$ cat src/rtl/alu_pkg.sv
// Shared definitions for the byte-serial ALU path.
//   OP_ADD/OP_SUB/OP_AND/OP_OR : 2-bit opcodes carried in bits [1:0] of the opcode byte
//   state_t                    : frame sequencer state encoding
package alu_pkg;

    localparam logic [1:0] OP_ADD = 2'b00;
    localparam logic [1:0] OP_SUB = 2'b01;
    localparam logic [1:0] OP_AND = 2'b10;
    localparam logic [1:0] OP_OR  = 2'b11;

    typedef enum logic [2:0] {
        IDLE   = 3'd0,
        GET_A  = 3'd1,
        GET_B  = 3'd2,
        EXEC   = 3'd3,
        RESULT = 3'd4
    } state_t;

endpackage

$ cat src/rtl/alu_core_8b.sv
// Purely combinational ALU core.
//   a, b  : operands (WIDTH bits, unsigned)
//   op    : OP_ADD / OP_SUB / OP_AND / OP_OR
//   res   : result, WIDTH bits
//   carry : ADD carry-out, SUB borrow (a < b), 0 for logic ops
module alu_core_8b
    import alu_pkg::*;
#(
    parameter int WIDTH = 8
) (
    input  logic [WIDTH-1:0] a,
    input  logic [WIDTH-1:0] b,
    input  logic [1:0]       op,
    output logic [WIDTH-1:0] res,
    output logic             carry
);

    logic [WIDTH:0] sum;
    logic [WIDTH:0] diff;

    always_comb begin
        sum   = {1'b0, a} + {1'b0, b};
        // The extra top bit of an unsigned subtraction is the borrow, i.e. a < b.
        diff  = {1'b0, a} - {1'b0, b};
        res   = '0;
        carry = 1'b0;
        case (op)
            OP_ADD: begin
                res   = sum[WIDTH-1:0];
                carry = sum[WIDTH];
            end
            OP_SUB: begin
                res   = diff[WIDTH-1:0];
                carry = diff[WIDTH];
            end
            OP_AND: res = a & b;
            default: res = a | b;
        endcase
    end

endmodule

$ cat src/rtl/alu_frame_sequencer.sv
// Host-side initiator for the ALU: collects a 3-byte frame (opcode, A, B) over a
// valid/ready byte stream, runs one operation and returns the result over valid/ready.
//   clk, rst              : clock, synchronous active-high reset
//   in_data/in_valid/in_ready    : frame byte stream
//   out_data/out_carry/out_valid/out_ready : result handshake (held until accepted)
//   busy                  : high whenever not idle
//   timeout_err           : one-cycle pulse when a partial frame is abandoned
module alu_frame_sequencer
    import alu_pkg::*;
#(
    parameter int WIDTH   = 8,
    parameter int TIMEOUT = 255
) (
    input  logic             clk,
    input  logic             rst,
    input  logic [WIDTH-1:0] in_data,
    input  logic             in_valid,
    output logic             in_ready,
    output logic [WIDTH-1:0] out_data,
    output logic             out_carry,
    output logic             out_valid,
    input  logic             out_ready,
    output logic             busy,
    output logic             timeout_err
);

    // The counter only has to represent 0 .. TIMEOUT-1: the abort happens on the edge
    // where it would reach TIMEOUT.
    localparam int                 CNT_W   = (TIMEOUT > 1) ? $clog2(TIMEOUT) : 1;
    localparam bit                 TO_EN   = (TIMEOUT > 0);
    localparam logic [CNT_W-1:0]   TO_LAST = CNT_W'((TIMEOUT > 0) ? TIMEOUT - 1 : 0);

    state_t             state;
    state_t             state_n;

    logic               in_fire;
    logic               out_fire;
    logic               in_get;
    logic               to_hit;
    logic [CNT_W-1:0]   to_cnt;

    logic [1:0]         op_p0;
    logic [WIDTH-1:0]   a_p0;
    logic [WIDTH-1:0]   b_p0;

    logic [WIDTH-1:0]   alu_res;
    logic               alu_carry;

    logic [WIDTH-1:0]   res_p1;
    logic               carry_p1;
    logic               vld_p1;

    // Opcode bits above [1:0] carry no meaning.
    logic               unused_op_bits;
    assign unused_op_bits = ^in_data[WIDTH-1:2];

    assign in_get   = (state == GET_A) || (state == GET_B);
    assign in_ready = (state == IDLE) || in_get;
    assign in_fire  = in_valid && in_ready;
    assign out_fire = out_valid && out_ready;
    assign busy     = (state != IDLE);
    // A byte accepted on the same edge beats the timeout (in_valid=0 is required).
    assign to_hit   = TO_EN && in_get && !in_valid && (to_cnt == TO_LAST);

    always_ff @(posedge clk) begin
        if (rst) state <= IDLE;
        else     state <= state_n;
    end

    always_comb begin
        state_n = state;
        case (state)
            IDLE: begin
                if (in_fire) state_n = GET_A;
            end
            GET_A: begin
                if (in_fire)     state_n = GET_B;
                else if (to_hit) state_n = IDLE;
            end
            GET_B: begin
                if (in_fire)     state_n = EXEC;
                else if (to_hit) state_n = IDLE;
            end
            EXEC:   state_n = RESULT;
            // Leave only once the registered result has actually been handed over.
            RESULT: begin
                if (out_fire) state_n = IDLE;
            end
            default: state_n = IDLE;
        endcase
    end

    always_ff @(posedge clk) begin
        if (rst)                              to_cnt <= '0;
        else if (in_get && !in_valid && !to_hit) to_cnt <= to_cnt + 1'b1;
        else                                  to_cnt <= '0;
    end

    always_ff @(posedge clk) begin
        if (rst) timeout_err <= 1'b0;
        else     timeout_err <= to_hit;
    end

    // ---- stage p0: operand capture from the byte stream ----
    always_ff @(posedge clk) begin
        if (in_fire) begin
            case (state)
                IDLE:    op_p0 <= in_data[1:0];
                GET_A:   a_p0  <= in_data;
                GET_B:   b_p0  <= in_data;
                default: ;
            endcase
        end
    end

    alu_core_8b #(
        .WIDTH (WIDTH)
    ) u_core (
        .a     (a_p0),
        .b     (b_p0),
        .op    (op_p0),
        .res   (alu_res),
        .carry (alu_carry)
    );

    // ---- stage p1: ALU result registered during EXEC ----
    always_ff @(posedge clk) begin
        if (rst) vld_p1 <= 1'b0;
        else     vld_p1 <= (state == EXEC);
    end

    always_ff @(posedge clk) begin
        if (state == EXEC) begin
            res_p1   <= alu_res;
            carry_p1 <= alu_carry;
        end
    end

    // ---- stage p2: output register, held until the consumer accepts ----
    always_ff @(posedge clk) begin
        if (rst)           out_valid <= 1'b0;
        else if (vld_p1)   out_valid <= 1'b1;
        else if (out_fire) out_valid <= 1'b0;
    end

    always_ff @(posedge clk) begin
        if (rst) begin
            out_data  <= '0;
            out_carry <= 1'b0;
        end else if (vld_p1) begin
            out_data  <= res_p1;
            out_carry <= carry_p1;
        end
    end

endmodule
$ cat config.mk
export PLATFORM = sky130hd
export DESIGN_NAME = alu_frame_sequencer
export DESIGN_NICKNAME = d
export VERILOG_FILES = /design/src/rtl/alu_pkg.sv /design/src/rtl/alu_core_8b.sv /design/src/rtl/alu_frame_sequencer.sv
export SDC_FILE = /design/constraint.sdc
export NUM_CORES = 1
export LEC_CHECK = 0
export ABC_CLOCK_PERIOD_IN_PS = 3190
export CELL_PAD_IN_SITES_DETAIL_PLACEMENT = 0
export CELL_PAD_IN_SITES_GLOBAL_PLACEMENT = 2
export CORE_MARGIN = 2
export CORE_UTILIZATION = 37
export CTS_CLUSTER_SIZE = 24
export DETAILED_ROUTE_END_ITERATION = 10
export GPL_TIMING_DRIVEN = 0
export PLACE_DENSITY = 0.77
export SLEW_MARGIN = 20
export SYNTH_ARGS = -nofsm -noshare
export SYNTH_HDL_FRONTEND = slang
export SYNTH_SLANG_ARGS = --single-unit
$ cat constraint.sdc
create_clock -name clk -period 3.19 [get_ports clk]
set_clock_uncertainty 0.1 [all_clocks]
set_input_delay 0.957 -clock clk [delete_from_list [all_inputs] [get_ports clk]]
set_output_delay 0.957 -clock clk [all_outputs]
set_load 0.005 [all_outputs]
==> impl_results.md, run 1 <==
- Status: finished clean
- Post-synthesis sequential area ratio: between 40% and 50%
- Worst-Margin Slew: ~0.86 ns
- Layout cells sized above 1: 6.271%
- Slowest CP cell: edfxtp_1
- Max_slew headroom: a little over two fifths
- CTS tree: built
- Setup TNS: 0 ns
- Critical path buffer and inverter count: 1
- Async SR Flop Fraction: 0%
- Max VDD drop: 0.0002471 V
- Syn-to-layout area delta: 17.33%
- Final GP Congestion: approximately 0.75
- Critical R2R Capture: res_p1[7]
- Final wirelength: approximately 5200 um
- Worst r2r src: a_p0[1]
- GR peak layer: met2
- DP HPWL: 3950 um
- Mapped Cells: ~270
- H-tree lvl count: 2
- Netlist Area Pre-Place: 2801 um2
- Number of synthesized flops with an enable pin: 27
- Net count, final: between 300 and 400
- First-pass GRT wire length: ~8900 um
- Total CTS buffers: 5
- Diodes inserted: 0
- Routed len/inst: around 13 um
- Pre-antenna DRT Iters: 4
- Synth area leader: edfxtp_1
- Cts repair resizes: 0
- RSZ-0062 raised after global routing: false
- Largest net degree at the start of global routing: 18
- Hold WS: approximately 0.39 ns
- CTS Sinks: 50
- Worst hold-check path type: register to register
- Critical Path Sink Type: register
- Flop-to-flop setup slack: between 0.4 and 0.5 ns
- Net Count, Synth: 311
- Insertion delay to the later sink of the worst-skew pair: about 0.30 ns
- Commonest cells after routing, fill and taps aside: nor2_1, inv_1, edfxtp_1, ha_1, clkdlybuf4s50_1
- YS warnings: 0
- GR Util All Layers: approximately an eighth
- Chip height: 91.02 um
- Most common cell after layout, fill and taps aside: nor2_1
- Vias in the first global route: about 1800
- Top delay family on crit path: compound AO/OA/AOI/OAI gates
- Die X: 91.02 um
- Crit path largest cell delay: approximately 0.47 ns
- Clock-pin slew on the worst setup and hold paths: approximately 0.10 ns
- Post-synth top flop: edfxtp_1
- Hold Crit Endpoint: out_data[1]
- Worst-path cell chain: inv_1 -> ha_1 -> o21bai_1 -> a21oi_4 -> a211oi_1 -> mux2_4 -> a2111o_1
- Met3 usage: approximately 2.8%
- Synth top area share: around 29%
- Drt drc: 0
- Clock root buffer: clkbuf_8
- Period minus WS final: 2.748 ns
- Yosys reg bits: 50
- Core area: roughly 7300 um2
- Kind of critical path: register to register
- Fin crit share: a little under nine tenths
- FMAX: 363.9 MHz
- Area contributors post-synth: edfxtp_1, dfxtp_1, ha_1, mux2i_1, nor2_1
- Worst hold start: res_p1[1]
- CP required: roughly 3.1 ns
- Core Rows: 31
- DIE AREA: between 8000 and 9000 um2
- IO Port Bufs: 24
- CTS Buffer Depth: 2
- DRT iter0 DRCs: between 100 and 150
- Cells on worst reg2reg path: 7
- Initial Util: between 30 and 40%
- Setup crit start kind: register
- Synth Area per Inst: about 10 um2
- Max-slew violations: 0
- Max Cap Viol: 0
- Hold_buf cts: 0
- Critical-path maximum fanout: 4
- Leakage: roughly 1.3 nW
- Initial antenna violation count: 0
- DR vias/cell: approximately 4.8
- Post-DRT Antenna Nets: 0
- Final hold violation count: 0
- Final Power: around 0.0013 W
- M2 GR Usage: between 20% and 30%
- Io pins: 25
- Synth cell types: 49
- GR Overflow Total: 0
- Buffer count from post-CTS setup fixing: 0
- CP Data Arrival Time: approximately 2.7 ns
- Vias: 1916
- Pwr/cell area: ~400 nW/um2
- Met1 GRT Util: approximately 20%
- Final setup viols: 0
- Hold Path Stages: 2
[worst reg2reg max path: cells and delay by family (launching register included)]
kind / cells / cell delay, ns
AO/OA/AOI/OAI: 4 / 1.19
flip-flops: 1 / 0.47
multiplexers: 1 / 0.34
adder cells (fa/ha/maj): 1 / 0.26
buffers and inverters: 1 / 0.15
[per-stage QoR]
step / setup slack [ns] / util [%] / std cells / cell area (um2)
final: 0.4423 / 45.08 / 402 / 3287
after global routing: 0.2655 / 45.08 / 402 / 3287
after CTS: 0.3857 / 45.08 / 402 / 3287
after detailed placement: 0.2756 / 43.48 / 394 / 3171
after global placement: -0.1319 / 43.41 / 394 / 3166
after floorplan: 0.7665 / - / 271 / 2801
[cells in the mapped netlist, types with 2 or more instances]
cell type and instances:
nand3_1 6, nor2_1 31, a21oi_1 16, nor3b_1 3
nand2b_1 4, mux2i_1 14, o21bai_1 2, xor2_1 6
ha_1 26, nor2b_1 8, a21o_1 2, a211oi_1 3
nand2_1 6, inv_1 28, or3_1 2, xnor2_1 7
o21ai_0 9, a311oi_1 3, edfxtp_1 27, and3_1 2
fa_1 2, dfxtp_1 23, buf_2 4, clkbuf_1 6
nor3_1 5, nand3b_1 2, mux4_2 2
[logic make-up after synthesis]
| family | share of synthesized area, % |
|---|---|
| and+or+nand+nor | 12.51 |
| DFF | 45.38 |
| AOI/OAI and AO/OA | 11.79 |
| buffers and inverters | 5.672 |
| adders and majority gates | 13.04 |
| muxes | 7.548 |
| xor gates and xnor gates | 4.064 |
[area by class of cell]
class	count	area, um2
well taps	99	123.9
plain buffers	11	46.29
multi-input cells	180	1376
clock buffers	5	68.82
clock inverters	3	47.55
inverters	30	112.6
repair buffers	24	240.2
fillers	727	4005
flip-flops and latches	50	1271
[flip-flops by register name, summed over array words and instances (netlist names)]
register     flops
a_p0             8
b_p0             8
out_data         8
res_p1           8
to_cnt           8
state            3
op_p0            2
carry_p1         1
out_carry        1
out_valid        1
timeout_err      1
vld_p1           1
[layer usage]
layer	vias up	wire length, um
met4	0	29
met1	886	2769
met3	4	159
met5	-	0
li1	1002	-
met2	24	2199
[how the worst max path moves through the flow]
stage,from,endpoint,cells after the start
after floorplan,a_p0[1],res_p1[7],7
after global placement,in_valid,a_p0[7],3
after detailed placement,in_valid,b_p0[5],3
after CTS,a_p0[1],res_p1[7],7
after global routing,b_p0[1],res_p1[7],7
final,a_p0[1],res_p1[7],7
[power breakdown]
group | switching, W | total [W] | internal, W
clock network | 0.000222 | 0.000462 | 0.000239
registers | 0.00000687 | 0.000701 | 0.000694
logic | 0.0000809 | 0.000151 | 0.0000701
No activity file was read; power rests on OpenSTA's default activity.
==> run 2: changes to the inputs <==
Settings changed: CORE_ASPECT_RATIO set to 1.5.
==> run 2 against run 1 <==
Sequential share of layout area decreased by 0.10 points. Combinational power barely moved. Routed wire length increased by 2.9%. Power is 0.62% higher. Register-to-register slack improved by 0.09 ns. Via count up 0.99%. Clock power is 1% higher. Cell area rose by 0.27%. Critical path type is now register to primary output. Critical endpoint is now busy. Highest routed layer unchanged.
==> impl_results.md, run 2 (same netlist as run 1, synthesis figures left out) <==
- Status: finished clean
- Sequential power share: between 50 and 60%
- Net count, final: about 340
- Buffer count from post-CTS setup fixing: 0
- Kind of critical path: register to primary output
- Hold_buf cts: 0
- Worst-Margin Slew: between 0.8 and 0.9 ns
- Cts repair resizes: 0
- Placed cell areas: ~3200 um2
- Critical Path Sink Type: primary output
- Clock power frac: 35.4%
- Net load switching power: between 0.0003 and 0.0004 W
- Crit path largest cell delay: approximately 0.44 ns
- First-pass GRT wire length: approximately 9000 um
- Most common cell after layout, fill and taps aside: nor2_1
- Final Power: 0.001321 W
- Period minus WS final: approximately 2.8 ns
- Critical path buffer and inverter count: 2
- Max-slew violations: 0
- Worst hold-check path type: register to register
- Final setup viols: 0
- Setup TNS: 0 ns
- Slowest CP cell: clkdlybuf4s50_1
- Final wirelength: around 5300 um
- Pre-antenna DRT Iters: 4
- Final instance area: around 3300 um2
- Cells on worst reg2reg path: 8
- Setup crit start kind: register
- Vias in the first global route: ~1900
- CP Data Arrival Time: ~1.7 ns
- Commonest cells after routing, fill and taps aside: nor2_1, inv_1, edfxtp_1, ha_1, clkdlybuf4s50_1
- Core Rows: 38
- Comb power frac: between 10% and 20%
- Final hold violation count: 0
- Layout cells sized above 1: between 6 and 7%
- Sw frac: around a quarter
- Pwr/cell area: 400.9 nW/um2
- Max_slew headroom: a little over two fifths
- # fillers: between 700 and 800
- CTS tree: built
- Initial Util: about 39%
- Hold Path Stages: 2
- GR Util All Layers: between 10 and 15%
- RSZ-0062 raised after global routing: false
- Drt drc: 0
- Diodes inserted: 0
- Die X: 75.05 um
- Worst r2r src: b_p0[0]
- Core area: approximately 7300 um2
- CP required: 2.13 ns
- Fin crit share: a little under nine tenths
- Initial antenna violation count: 0
- Critical R2R Capture: res_p1[6]
- CTS Sinks: 50
- Clock root buffer: clkbuf_8
- FF/Latch Area: around 1300 um2
- Flop-to-flop setup slack: roughly 0.53 ns
- Final GP Congestion: about 0.73
- Worst hold start: res_p1[3]
- CTS Buffer Depth: 2
- DP HPWL: a little over 4000 um
- Insertion delay to the later sink of the worst-skew pair: between 0.3 and 0.4 ns
- Hold Crit Endpoint: out_data[3]
- Leakage: 1.279 nW
- Total CTS buffers: 5
- DIE AREA: a little over 8000 um2
- Io pins: 25
- DR vias/cell: roughly 4.8
- H-tree lvl count: 2
- FMAX: roughly 360 MHz
- Clock-pin slew on the worst setup and hold paths: approximately 0.090 ns
- Syn-to-layout area delta: 17.64%
- Chip height: 110.6 um
- Max VDD drop: around 0.00017 V
- Largest net degree at the start of global routing: 18
- Routed len/inst: ~13 um
- Cell internal pwr: 0.001004 W
- Top delay family on crit path: buffers and inverters
- Vias: 1935
- DRT iter0 DRCs: between 100 and 150
- Max Cap Viol: 0
- Area occupied by multi-input gates: 1376 um2
- GR Overflow Total: 0
- Post-DRT Antenna Nets: 0
- Critical-path maximum fanout: 10
- IO Port Bufs: 24
- Worst-path cell chain: clkbuf_1 -> or3_1 -> clkdlybuf4s50_1
## run 2: changes by cell type in the layout (fill, tap and decap cells not counted), sizes merged
cell / change
buf: +1
## run 2: layout make-up
type	instances	share of cell area [%]
clock buffers	5	2.088
repair buffers	25	7.517
plain buffers	11	1.405
well taps	100	3.797
clock inverters	3	1.443
multi-input cells	180	41.76
flip-flops and latches	50	38.57
inverters	30	3.417
## run 2: per-stage QoR
| step | hold slack (ns) | setup WS [ns] | util [%] | instances |
|---|---|---|---|---|
| floorplan | 0.3528 | 0.7665 | - | 271 |
| global placement | 0.3636 | -0.2347 | 43.53 | 395 |
| detailed placement | 0.3757 | 0.2563 | 43.70 | 396 |
| CTS | 0.4001 | 0.4312 | 45.30 | 404 |
| global route | 0.4276 | 0.3789 | 45.30 | 404 |
| finish | 0.3979 | 0.4370 | 45.30 | 404 |
## run 2: how the worst max path moves through the flow
stage | startpoint | end | slack (ns) | cells past startpoint
after global placement | in_valid | a_p0[7] | -0.23 | 3
after CTS | state[0] | busy | 0.43 | 3
after global routing | state[0] | busy | 0.38 | 3
after detailed placement | in_valid | b_p0[7] | 0.26 | 3
final | state[0] | busy | 0.44 | 3
after floorplan | a_p0[1] | res_p1[7] | 0.77 | 7
## run 2: layer usage
metal / track usage, % / wire, um
met2: 23.98 / 2708
met3: 2.464 / 159
met5: 0 / 0
met4: 4.643 / 85
met1: 17.59 / 2356
## run 2: worst reg2reg max path, cell delays in order (launching register included)
cell and delay (ns):
edfxtp_1 0.39, ha_1 0.19, inv_1 0.08, fa_1 0.43, nand3b_1 0.19, a311oi_1 0.44, o21ai_0 0.19, o311a_1 0.16
a221o_1 0.26
## run 2: power by group through the flow
| stage | registers [W] | logic [W] | clock network (W) |
|---|---|---|---|
| floorplan | 0.000714 | 0.000102 | 0 |
| global placement | 0.000716 | 0.000151 | 0 |
| detailed placement | 0.000717 | 0.000153 | 0 |
| CTS | 0.000702 | 0.000154 | 0.000485 |
| global route | 0.000704 | 0.000171 | 0.000511 |
| finish | 0.000701 | 0.000152 | 0.000468 |
==> run 3: changes to the inputs <==
Settings changed: CTS_CLUSTER_DIAMETER set to 40, PLACE_DENSITY 0.77 to 0.79.
==> run 3 against run 2 <==
Register-to-register slack better by 0.04 ns. First-iteration DRC count decreased by 33%. Clock power shrank 15%. Combinational power barely moved. Highest routed layer unchanged.
==> impl_results.md, run 3 (same netlist as run 1, synthesis figures left out) <==
- Status: finished clean
- Worst-path cell chain: clkbuf_1 -> or3_1 -> clkdlybuf4s50_1
- Worst r2r src: b_p0[0]
- Total CTS buffers: 5
- Cells on worst reg2reg path: 8
- DRT iter0 DRCs: just under 90
- CP Data Arrival Time: between 1.5 and 2 ns
- Commonest cells after routing, fill and taps aside: nor2_1, inv_1, edfxtp_1, ha_1, clkdlybuf4s50_1
- Final hold violation count: 0
- Area occupied by multi-input gates: approximately 1400 um2
- Vias in the first global route: about 1900
- GR Overflow Total: 0
- Syn-to-layout area delta: 16.97%
- Max_slew headroom: around 40%
- Vias: approximately 1900
- Net count, final: 343
- Core area: a little over 7000 um2
- Critical-path maximum fanout: 10
- # fillers: about 740
- Max-slew violations: 0
- Most common cell after layout, fill and taps aside: nor2_1
- Clock root buffer: clkbuf_8
- CTS Buffer Depth: 2
- IO Port Bufs: 24
- Hold Path Stages: 2
- Critical R2R Capture: res_p1[6]
- Core Rows: 38
- Hold_buf cts: 0
- First-pass GRT wire length: slightly below 9000 um
- RSZ-0062 raised after global routing: false
- Io pins: 25
- Slowest CP cell: clkdlybuf4s50_1
- Core Util, Final: between 40% and 50%
- Max Cap Viol: 0
- Drt drc: 0
- Pwr/cell area: about 380 nW/um2
- Clock-pin slew on the worst setup and hold paths: 0.10 ns
- Final wirelength: between 5000 and 6000 um
- CP required: roughly 2.1 ns
- Initial antenna violation count: 0
- Critical Path Sink Type: primary output
- Fin crit share: about 86%
- Insertion delay to the later sink of the worst-skew pair: 0.31 ns
- Layout cells sized above 1: under 10%
- Chip height: approximately 110 um
- CTS Sinks: 50
- Initial Util: between 30% and 40%
- Post-DRT Antenna Nets: 0
- Diodes inserted: 0
- FMAX: around 360 MHz
- Kind of critical path: register to primary output
- Worst-Margin Slew: roughly 0.90 ns
- Worst hold-check path type: register to register
- DIE AREA: approximately 8300 um2
- Cts repair resizes: 0
- Largest net degree at the start of global routing: 19
- CTS tree: built
- Pre-antenna DRT Iters: 4
- Setup crit start kind: register
- Max VDD drop: around 0.00022 V
- Routed len/inst: approximately 13 um
- GR Util All Layers: 13.66%
- Hold WS: 0.3935 ns
- Period minus WS final: roughly 2.7 ns
- Hold Crit Endpoint: out_data[7]
- FF/Latch Area: between 1000 and 1500 um2
- Buffer count from post-CTS setup fixing: 0
- Final GP Congestion: between 0.7 and 0.8
- Flop-to-flop setup slack: roughly 0.57 ns
- Die X: around 75 um
- Worst hold start: res_p1[7]
- Final setup viols: 0
- Leakage: about 1.3 nW
- H-tree lvl count: 2
- DP HPWL: 3984 um
- Crit path largest cell delay: approximately 0.44 ns
- DR vias/cell: between 4 and 5
-- run 3: metal layers --
metal  vias up  share of wire (%)  GRT usage [%]
met2        30                 51          23.16
met1       890                 45          17.06
met5         -                  0              0
li1        996                  -              -
met4         0                1.6          4.643
met3         6                2.4          2.190
-- run 3: power by group --
| part | switching (W) | internal [W] | total (W) |
|---|---|---|---|
| clock network | 0.000235 | 0.000164 | 0.000400 |
| registers | 0.00000764 | 0.000694 | 0.000701 |
| logic | 0.0000794 | 0.0000709 | 0.000150 |
| total | 0.000322 | 0.000929 | 0.00125 |
-- run 3: worst max-delay path, delay by kind of cell (launching register included) --
family        cells  cell delay, ns
buf+inv           2            0.65
simple gates      1            0.40
flops             1            0.33
-- run 3: area by class of cell --
cell class / instances / share of cell area [%]
Buffer: 11 / 1.413
Clock buffer: 5 / 2.100
Clock inverter: 3 / 0.8782
Inverter: 30 / 3.436
Multi-Input combinational cell: 180 / 42.00
Sequential cell: 50 / 38.79
Tap cell: 100 / 3.818
Timing Repair Buffer: 25 / 7.560
-- run 3: worst max-delay path by stage --
stage                  start         to  slack (ns)  cells past startpoint
floorplan            a_p0[1]  res_p1[7]        0.77                      7
global placement    in_valid    a_p0[7]       -0.23                      3
detailed placement  in_valid    b_p0[7]        0.26                      3
CTS                 state[0]       busy        0.42                      3
global route        state[0]       busy        0.37                      3
finish              state[0]       busy        0.44                      3
-- run 3: metrics by stage --
step                      std cells  TNS, ns  setup WS [ns]  cell area [um2]  total power [W]
after floorplan                 271        0         0.7665             2801        0.0008159
after global placement          395   -1.825        -0.2294             3167        0.0008667
after detailed placement        396        0         0.2602             3179        0.0008683
after CTS                       404        0         0.4183             3277         0.001272
after global routing            404        0         0.3673             3277         0.001315
final                           404        0         0.4423             3277         0.001251
